**config.mk**
```make
export PLATFORM = sky130hd
export DESIGN_NAME = pre_comp_bank_pipe
export DESIGN_NICKNAME = d
export VERILOG_FILES = /design/src/rtl/pre_comp_bank_pipe.sv
export SDC_FILE = /design/constraint.sdc
export NUM_CORES = 1
export LEC_CHECK = 0
export CAP_MARGIN = 10
export CORE_ASPECT_RATIO = 0.6
export CORE_MARGIN = 2
export CORE_UTILIZATION = 58
export DETAILED_ROUTE_END_ITERATION = 8
export PLACE_DENSITY = 0.87
export SLEW_MARGIN = 20
export SYNTH_ARGS = -nofsm -noshare
export SYNTH_HDL_FRONTEND = slang
export SYNTH_SLANG_ARGS = --single-unit
```
**constraint.sdc**
```tcl
create_clock -name clk -period 8.8 [get_ports clk]
set_clock_uncertainty 0.1 [all_clocks]
set_input_delay 2.64 -clock clk [delete_from_list [all_inputs] [get_ports clk]]
set_output_delay 2.64 -clock clk [all_outputs]
set_load 0.01 [all_outputs]
```
**src/rtl/pre_comp_bank_pipe.sv**
```systemverilog
// pre_comp_bank_pipe: two-stage pipelined bank of odd multiples I*(2k+1) with valid/ready flow control
module pre_comp_bank_pipe #(
    parameter int LOG2_WIDTH = 4,
    parameter int WIDTH = 2**LOG2_WIDTH,
    parameter int ALPHA_BITS = 2,
    localparam int NUM_ODD = 2**ALPHA_BITS,
    localparam int OUT_W = WIDTH + ALPHA_BITS + 1
) (
    input  logic                     clk,
    input  logic                     rst,
    input  logic                     in_valid,
    output logic                     in_ready,
    input  logic [WIDTH-1:0]         I,
    input  logic                     in_signed,
    output logic                     out_valid,
    input  logic                     out_ready,
    output logic [NUM_ODD*OUT_W-1:0] bank_out,
    output logic                     out_signed
);
    logic                     s1_valid_q, s2_valid_q, s1_signed_q, out_signed_q;
    logic [OUT_W-1:0]         e_q, e2_q, ext;
    logic [NUM_ODD*OUT_W-1:0] bank_out_q, bank_d;
    logic                     s1_en, s2_en, fire_in;
    assign s2_en      = !s2_valid_q || out_ready;
    assign s1_en      = !s1_valid_q || s2_en;
    assign in_ready   = s1_en && !rst;
    assign fire_in    = in_valid && in_ready;
    assign ext        = {{(ALPHA_BITS+1){in_signed & I[WIDTH-1]}}, I};
    assign out_valid  = s2_valid_q;
    assign bank_out   = bank_out_q;
    assign out_signed = out_signed_q;
    // adder chain: each odd multiple is the previous one plus 2E
    always_comb begin
        logic [OUT_W-1:0] acc;
        bank_d = '0;
        acc = e_q;
        for (int k = 0; k < NUM_ODD; k++) begin
            bank_d[k*OUT_W +: OUT_W] = acc;
            acc = acc + e2_q;
        end
    end
    // pipeline registers; a stage with low enable or a bubble upstream keeps its contents
    always_ff @(posedge clk) begin
        if (rst) begin
            s1_valid_q   <= 1'b0;
            s2_valid_q   <= 1'b0;
            s1_signed_q  <= 1'b0;
            out_signed_q <= 1'b0;
            e_q          <= '0;
            e2_q         <= '0;
            bank_out_q   <= '0;
        end else begin
            if (s1_en) s1_valid_q <= fire_in;
            if (s1_en && fire_in) begin
                e_q         <= ext;
                e2_q        <= ext << 1;
                s1_signed_q <= in_signed;
            end
            if (s2_en) s2_valid_q <= s1_valid_q;
            if (s2_en && s1_valid_q) begin
                bank_out_q   <= bank_d;
                out_signed_q <= s1_signed_q;
            end
        end
    end
endmodule
```
Yosys cells after proc, flatten, opt, wreduce, memory -nomap -nowiden
Index checks and enable logic that the tools add are counted.
{"block": "word_totals", "output_inout_bits": 79, "reg_bits": 114, "rom_bits": 0, "mem_bits_rw": 0, "latchBits": 0, "mem_count": 0}
{"block": "op_classes", "mux": 0, "n_reduce_logical": 9, "multipliers": 0, "n_shift": 0, "magnitude_cmp": 0, "div_mod_pow": 0, "addsub": 3, "n_bitwise": 1, "eq_ne": 0}
{"op": "$add A19 B19 Y19", "count": 2}
{"op": "$add A17 B18 Y19", "count": 1}
{"op": "$logic_and A1 B1 Y1", "count": 4}
{"op": "$logic_not A1 Y1", "count": 3}
{"op": "$logic_or A1 B1 Y1", "count": 2}
{"op": "$and A1 B1 Y1", "count": 1}

Longest topological paths before layout
Gate-level depths: netlist of the first run.
{"block": "depth", "depth_word": 6, "depth_mapped": 24}

Least setup slack after synthesis of the first run
OpenSTA, ideal clock, no wires.
{"block": "synth_timing", "path_kind": "input to output", "from": "input out_ready", "to": "output in_ready", "cell_stages": 2, "path_slack_ns": 3.053, "t_arrival_ns": 3.007, "n_path_buf": 0, "t_required_ns": 6.060, "cell_sequence": "nor2b_1 > a21oi_1"}
{"block": "synth_via", "elab_chain_len": 3}
{"element": "from (decl)", "line": "16", "text": "input logic out_ready,"}
{"element": "$logic_or A1 B1 Y1", "line": "24", "text": "assign s2_en = !s2_valid_q || out_ready;"}
{"element": "$logic_or A1 B1 Y1", "line": "25", "text": "assign s1_en = !s1_valid_q || s2_en;"}
{"element": "$logic_and A1 B1 Y1", "line": "26", "text": "assign in_ready = s1_en && !rst;"}
{"element": "to (decl)", "line": "12", "text": "output logic in_ready,"}
No other way between the ends.

Final worst setup path of the first run
Ends and elaborated chain as after synthesis.

==> run metrics, run 1 <==
most frequent CP cell clkdlybuf4s50_1; RSZ-0062 raised after global routing false; Final Max Tran Viols 0; clk sink count 90; port buffer count 99; Yosys cell types 62; outcome finished, final reports clean; syn avg cell area 8.00 um2; H-tree Lvls 3; top-area cell type share of the netlist area 32.0%; critical path peak fanout 5; total track usage 31.9%; register area share after synthesis 32.0%; Crit-path slowest cell clkdlybuf4s50_1; ANT nets after route 0; 1st-pass router iterations 7; total CTS buffers 9; DRC 0; PwrDens 198 mW/mm2; LEAKAGE 3.01 nW; buffers plus inverters on the worst setup path 2; worst vdd ir 133 uV; Placed Area 0.00664 mm2; CTS resizes 0; top cells by count, synth nand2_1 (135), dfxtp_1 (90), a21oi_1 (80); FFs w/ async S/R, synth 0%; crit end category output pin; post-route cell area 0.00700 mm2; end point of the worst hold path bank_out[42]$_SDFFE_PP0P_; clk slew on worst S/H paths 60 ps; r2r startpoint e_q[1]$_SDFFE_PP0P_; startpoint type of the worst setup path input port; floorplan row count 27; top achievable clock speed 0.147 GHz; routed wire length 16700 um; CP peak stage delay 510 ps; vias in the first global route 5344; GRT overflow 0; Synth Net Count 779; Worst Tran Pin Value 859 ps; clk_lat worst skew 340 ps; starting density of the core 60.5%; EDFF count, synth 0; IO Count 100; Rel. slew slack 42.7%; post-synth top area cell dfxtp_1; HPWL Detailed 11600 um; core area 0.00929 mm2; Final TNS setup 0 ps; register bit total from synthesis 90; R2R cell count 22; post-layout net count 855; fraction of layout cells with a size suffix above 1 4.85%; # hold bufs at CTS 0; most common cell in the synthesized netlist nand2_1; WL per Instance 18.2 um; Final Wtd Congestion 0.919; critical-path cell list clkdlybuf4s50_1 > nor2b_1 > a21oi_1 > clkdlybuf4s50_1; Post-CTS Setup Inserts 0; CTS max path bufs 2; Reg2Reg Setup Slack 2660 ps; max_cap viols 0; DIE HEIGHT 80.3 um; initial antenna violation count 1; first-pass GRT wire length 26700 um; Tcrit/Tclk final 77.5%; crit path DAT 4080 ps; worst endpoint required time 6060 ps; die width 131 um; top_reg_cell synth dfxtp_1; Yosys warnings 0; critical path class input port to output pin; Root Buffer clkbuf_16; Worst Hold Class flip-flop to flip-flop; crit path time final 6820 ps; largest net degree at the start of global routing 70; CP top delay family buffers and inverters; via count 5693; synthesized area 0.00562 mm2; Gate Count Post-Synth 703; hold path startpoint bank_out[42]$_SDFFE_PP0P_; Vias per Instance 6.22; final hold violation count 0; hold path depth 2; iteration-0 DRC count of the detailed router 670; worst r2r dst bank_out[75]$_SDFFE_PP0P_; endpoints failing setup 0; Layout area overhead 24.5%; DIE AREA 0.0105 mm2; CTS tree built; top cells by area, synth dfxtp_1 (32%), ha_1 (12%), nand2_1 (9.0%)
==> flip-flops by register name, summed over array words and instances (netlist names) <==
name and cells:
s1_signed_q 1, out_valid 1, out_signed 1, bank_out 69, e_q 17, s1_valid_q 1
==> power breakdown <==
part / leakage [nW] / total, mW / internal (mW) / switching [mW]
clock: 0.169 / 0.458 / 0.293 / 0.165
combinational: 2.11 / 0.459 / 0.195 / 0.264
sequential: 0.735 / 0.466 / 0.437 / 0.0288
==> through the flow <==
stage                     hold WS (ps)  cells  util [%]  power [mW]  worst slack [ps]
after floorplan                    332    703         -       0.769              3050
after global placement             342    898      71.5       0.890              2050
after detailed placement           343    898      71.5       0.910              1990
after CTS                          356    914      75.3        1.37              1980
after global routing               368    914      75.3        1.44              1900
final                              354    915      75.3        1.38              1980
==> tightest hold or removal path: stages, from the launching register on <==
cell     delay, ps
dfxtp_1        310
nand2_1         50
a21oi_1         50
==> layout by cell type (no fill, tap or decap), types with 10 or more instances in the layout <==
cell type        Yosys  layout
nor3_1              10      10
nand3_1             33      33
ha_1                52      52
a21oi_1             80      80
a21o_1              26      26
o21ai_0             13      13
clkdlybuf4s50_1      0      98
xor2_1              11      11
dfxtp_1             90      90
xnor2_1             21      21
inv_1               19      19
and3_1              10      10
nor2_1              31      31
nand2_1            135     135
==> layer usage <==
metal  part of all wire (%)  up-vias  GRT usage (%)  wire [um]
met4                    1.5        0           7.39        243
li1                       -     2652              -          -
met2                     43      336           50.4       7100
met5                      0        -              0          0
met1                     45     2669           43.1       7530
met3                     11       36           9.41       1790
==> logic make-up after synthesis <==
group                    after synthesis  share of synthesized area, %
AND/OR/NAND/NOR                      266                          21.7
buffers and inverters                 57                          4.29
flip-flops                            90                          32.0
multiplexers                           2                         0.356
AO/OA/AOI/OAI                        201                          24.0
adder cells (fa/ha/maj)               55                          12.6
XOR/XNOR                              32                          4.98
==> how the worst max path moves through the flow <==
stage	endpoint	start	slack [ps]	cells past startpoint
finish	in_ready	out_ready	1980	4
global route	in_ready	out_ready	1900	4
CTS	in_ready	out_ready	1980	4
detailed placement	in_ready	out_ready	1990	4
global placement	in_ready	out_ready	2050	4
floorplan	in_ready	out_ready	3050	2
==> cell type report <==
class | instances | area (um2)
flip-flops and latches | 90 | 1800
repair buffers | 103 | 1020
well taps | 130 | 163
fillers | 685 | 2290
clock buffers | 12 | 256
multi-input cells | 556 | 3590
clock inverters | 4 | 97.6
diodes | 1 | 2.50
inverters | 19 | 71.3
Note: power is estimated with default switching activity, not from simulation.
==> run 2: changes to the inputs <==
--- a/config.mk
+++ b/config.mk
@@ -8,9 +8,9 @@
 export CAP_MARGIN = 10
 export CORE_ASPECT_RATIO = 0.6
 export CORE_MARGIN = 2
-export CORE_UTILIZATION = 58
+export CORE_UTILIZATION = 54
 export DETAILED_ROUTE_END_ITERATION = 8
-export PLACE_DENSITY = 0.87
+export PLACE_DENSITY = 0.82
 export SLEW_MARGIN = 20
 export SYNTH_ARGS = -nofsm -noshare
 export SYNTH_HDL_FRONTEND = slang
==> constraint.sdc (replaced) <==
create_clock -name clk -period 6.57 [get_ports clk]
set_clock_uncertainty 0.1 [all_clocks]
set_input_delay 1.971 -clock clk [delete_from_list [all_inputs] [get_ports clk]]
set_output_delay 1.971 -clock clk [all_outputs]
set_load 0.01 [all_outputs]
==> run 2 against run 1 <==
Effect of this change: global-route usage is 1.9 points lower; clock power grew 14%; flip-flop and latch count did not move; combinational power is 32% higher; via count shrank 4.0%; sequential power is 34% higher; critical path depth rose by 17; power increased by 27%; highest routed layer unchanged.
==> run metrics, run 2 (synthesis results as in run 1) <==
port buffer count 99; critical-path cell list ha_1 > inv_1 > fa_1 > nor2b_1 > o21ai_1 > a21boi_1 > o21ai_0 > a21o_1 > and2_1 > ha_1 > a2111o_1 > o21ai_0 > xnor2_1 > ha_1 > a21oi_1 > o21ai_1 > a31oi_4 > a21oi_2 > or4_4 > and4_1 > a311o_1; die width 136 um; GRT overflow 0; # hold bufs at CTS 0; WL per Instance 18.2 um; floorplan row count 28; Layout area overhead 24.0%; post-layout net count 857; total CTS buffers 9; clk slew on worst S/H paths 70 ps; starting density of the core 56.3%; commonest non-fill, non-tap cell in the layout nand2_1; initial antenna violation count 0; worst endpoint required time 6700 ps; Place WS 883 ps; Rel. slew slack 34.5%; Sequential cell area 0.00180 mm2; IO Count 100; crit path time final 5840 ps; routed wire length 16700 um; CTS resizes 0; H-tree Lvls 3; worst setup margin 734 ps; outcome finished, final reports clean; Design Power 1.75 mW; CTS max path bufs 2; worst vdd ir 138 uV; final hold violation count 0; first-pass GRT wire length 26800 um; Final Wtd Congestion 0.963; 1st-pass router iterations 5; Filler Cell Count 789; Tcrit/Tclk final 88.8%; clk_lat worst skew 340 ps; max reg flops 69; Root Buffer clkbuf_16; Vias per Instance 5.94; Worst Tran Pin Value 982 ps; PwrDens 251 mW/mm2; core area 0.00998 mm2; largest net degree at the start of global routing 49; max_cap viols 0; LEAKAGE 2.99 nW; endpoints failing setup 0; most frequent CP cell ha_1; DIE HEIGHT 83.0 um; top achievable clock speed 0.171 GHz; final core utilization 69.8%; fraction of layout cells with a size suffix above 1 4.97%; Post-CTS Setup Inserts 0; CTS tree built; startpoint type of the worst setup path flip-flop; DRC 0; Final TNS setup 0 ps; clk sink count 90; crit path DAT 5970 ps; Crit-path slowest cell dfxtp_1; DIE AREA 0.0113 mm2; critical path peak fanout 7; via count 5468; vias in the first global route 5087; footprint of the multi-input gates 0.00359 mm2; total track usage 29.9%; Final Max Tran Viols 0; iteration-0 DRC count of the detailed router 501; ANT nets after route 0; most frequent cells in the layout nand2_1 (135), clkdlybuf4s50_1 (98), dfxtp_1 (90), a21oi_1 (80), ha_1 (52); n_diodes 0; Worst Hold Class flip-flop to flip-flop; critical path class flip-flop to flip-flop; HPWL Detailed 12100 um; RSZ-0062 raised after global routing false; CP peak stage delay 490 ps; crit end category flip-flop
[run 2: cell types whose count changed in the layout (fill, tap and decap cells not counted), sizes merged]
cell      before  now
diode          1    0
clkinvlp       1    3
clkbuf        12   11
bufinv         3    1
buf            5    7
[run 2: layout make-up]
class	count	area share, %
flip-flops and latches	90	25.8
clock inverters	4	0.754
inverters	19	1.02
repair buffers	105	15.0
clock buffers	11	3.48
multi-input cells	556	51.5
well taps	135	2.42
[run 2: final timing paths]
path	startpoint	to	slack, ps	cells after the start
worst min-delay path	bank_out[48]$_SDFFE_PP0P_	bank_out[48]$_SDFFE_PP0P_	350	2
worst max register to register	e_q[1]$_SDFFE_PP0P_	bank_out[75]$_SDFFE_PP0P_	730	21
worst min register to register	bank_out[48]$_SDFFE_PP0P_	bank_out[48]$_SDFFE_PP0P_	350	2
worst max-delay path	e_q[1]$_SDFFE_PP0P_	bank_out[75]$_SDFFE_PP0P_	730	21
[run 2: power by group]
group          leakage, nW  switching, mW  internal (mW)  total [mW]
clock network        0.134          0.218          0.303       0.521
logic                 2.12          0.345          0.263       0.608
registers            0.735         0.0379          0.586       0.624
total                 2.99          0.601           1.15        1.75
[run 2: worst max-delay path: cells and delay by family, from the launching register on]
kind | cells | cell delay (ps)
xor+xnor | 1 | 210
buf+inv | 1 | 90
flops | 1 | 490
compound gates | 11 | 2470
simple gates | 4 | 970
fa+ha+maj | 4 | 1370
[run 2: metal layers]
metal / vias up / wire length, um / global-route usage (%)
li1: 2657 / - / -
met1: 2540 / 8760 / 48.2
met2: 254 / 6470 / 40.2
met3: 17 / 1360 / 6.35
met4: 0 / 121 / 5.49
met5: - / 0 / 0
[run 2: per-stage QoR]
| stage | cell area, um2 | hold slack (ps) | std cells |
|---|---|---|---|
| global route | 6970 | 370 | 920 |
| CTS | 6950 | 354 | 919 |
| finish | 6970 | 354 | 920 |
| detailed placement | 6660 | 347 | 904 |
| global placement | 6660 | 339 | 904 |
| floorplan | 5620 | 332 | 703 |
==> run 3: changes to the inputs <==
--- a/config.mk
+++ b/config.mk
@@ -5,7 +5,7 @@
 export SDC_FILE = /design/constraint.sdc
 export NUM_CORES = 1
 export LEC_CHECK = 0
-export CAP_MARGIN = 10
+export CAP_MARGIN = 20
 export CORE_ASPECT_RATIO = 0.6
 export CORE_MARGIN = 2
 export CORE_UTILIZATION = 54
==> results of run 3 <==
No change in the layout: final DEF, timing and power equal those of run 2.
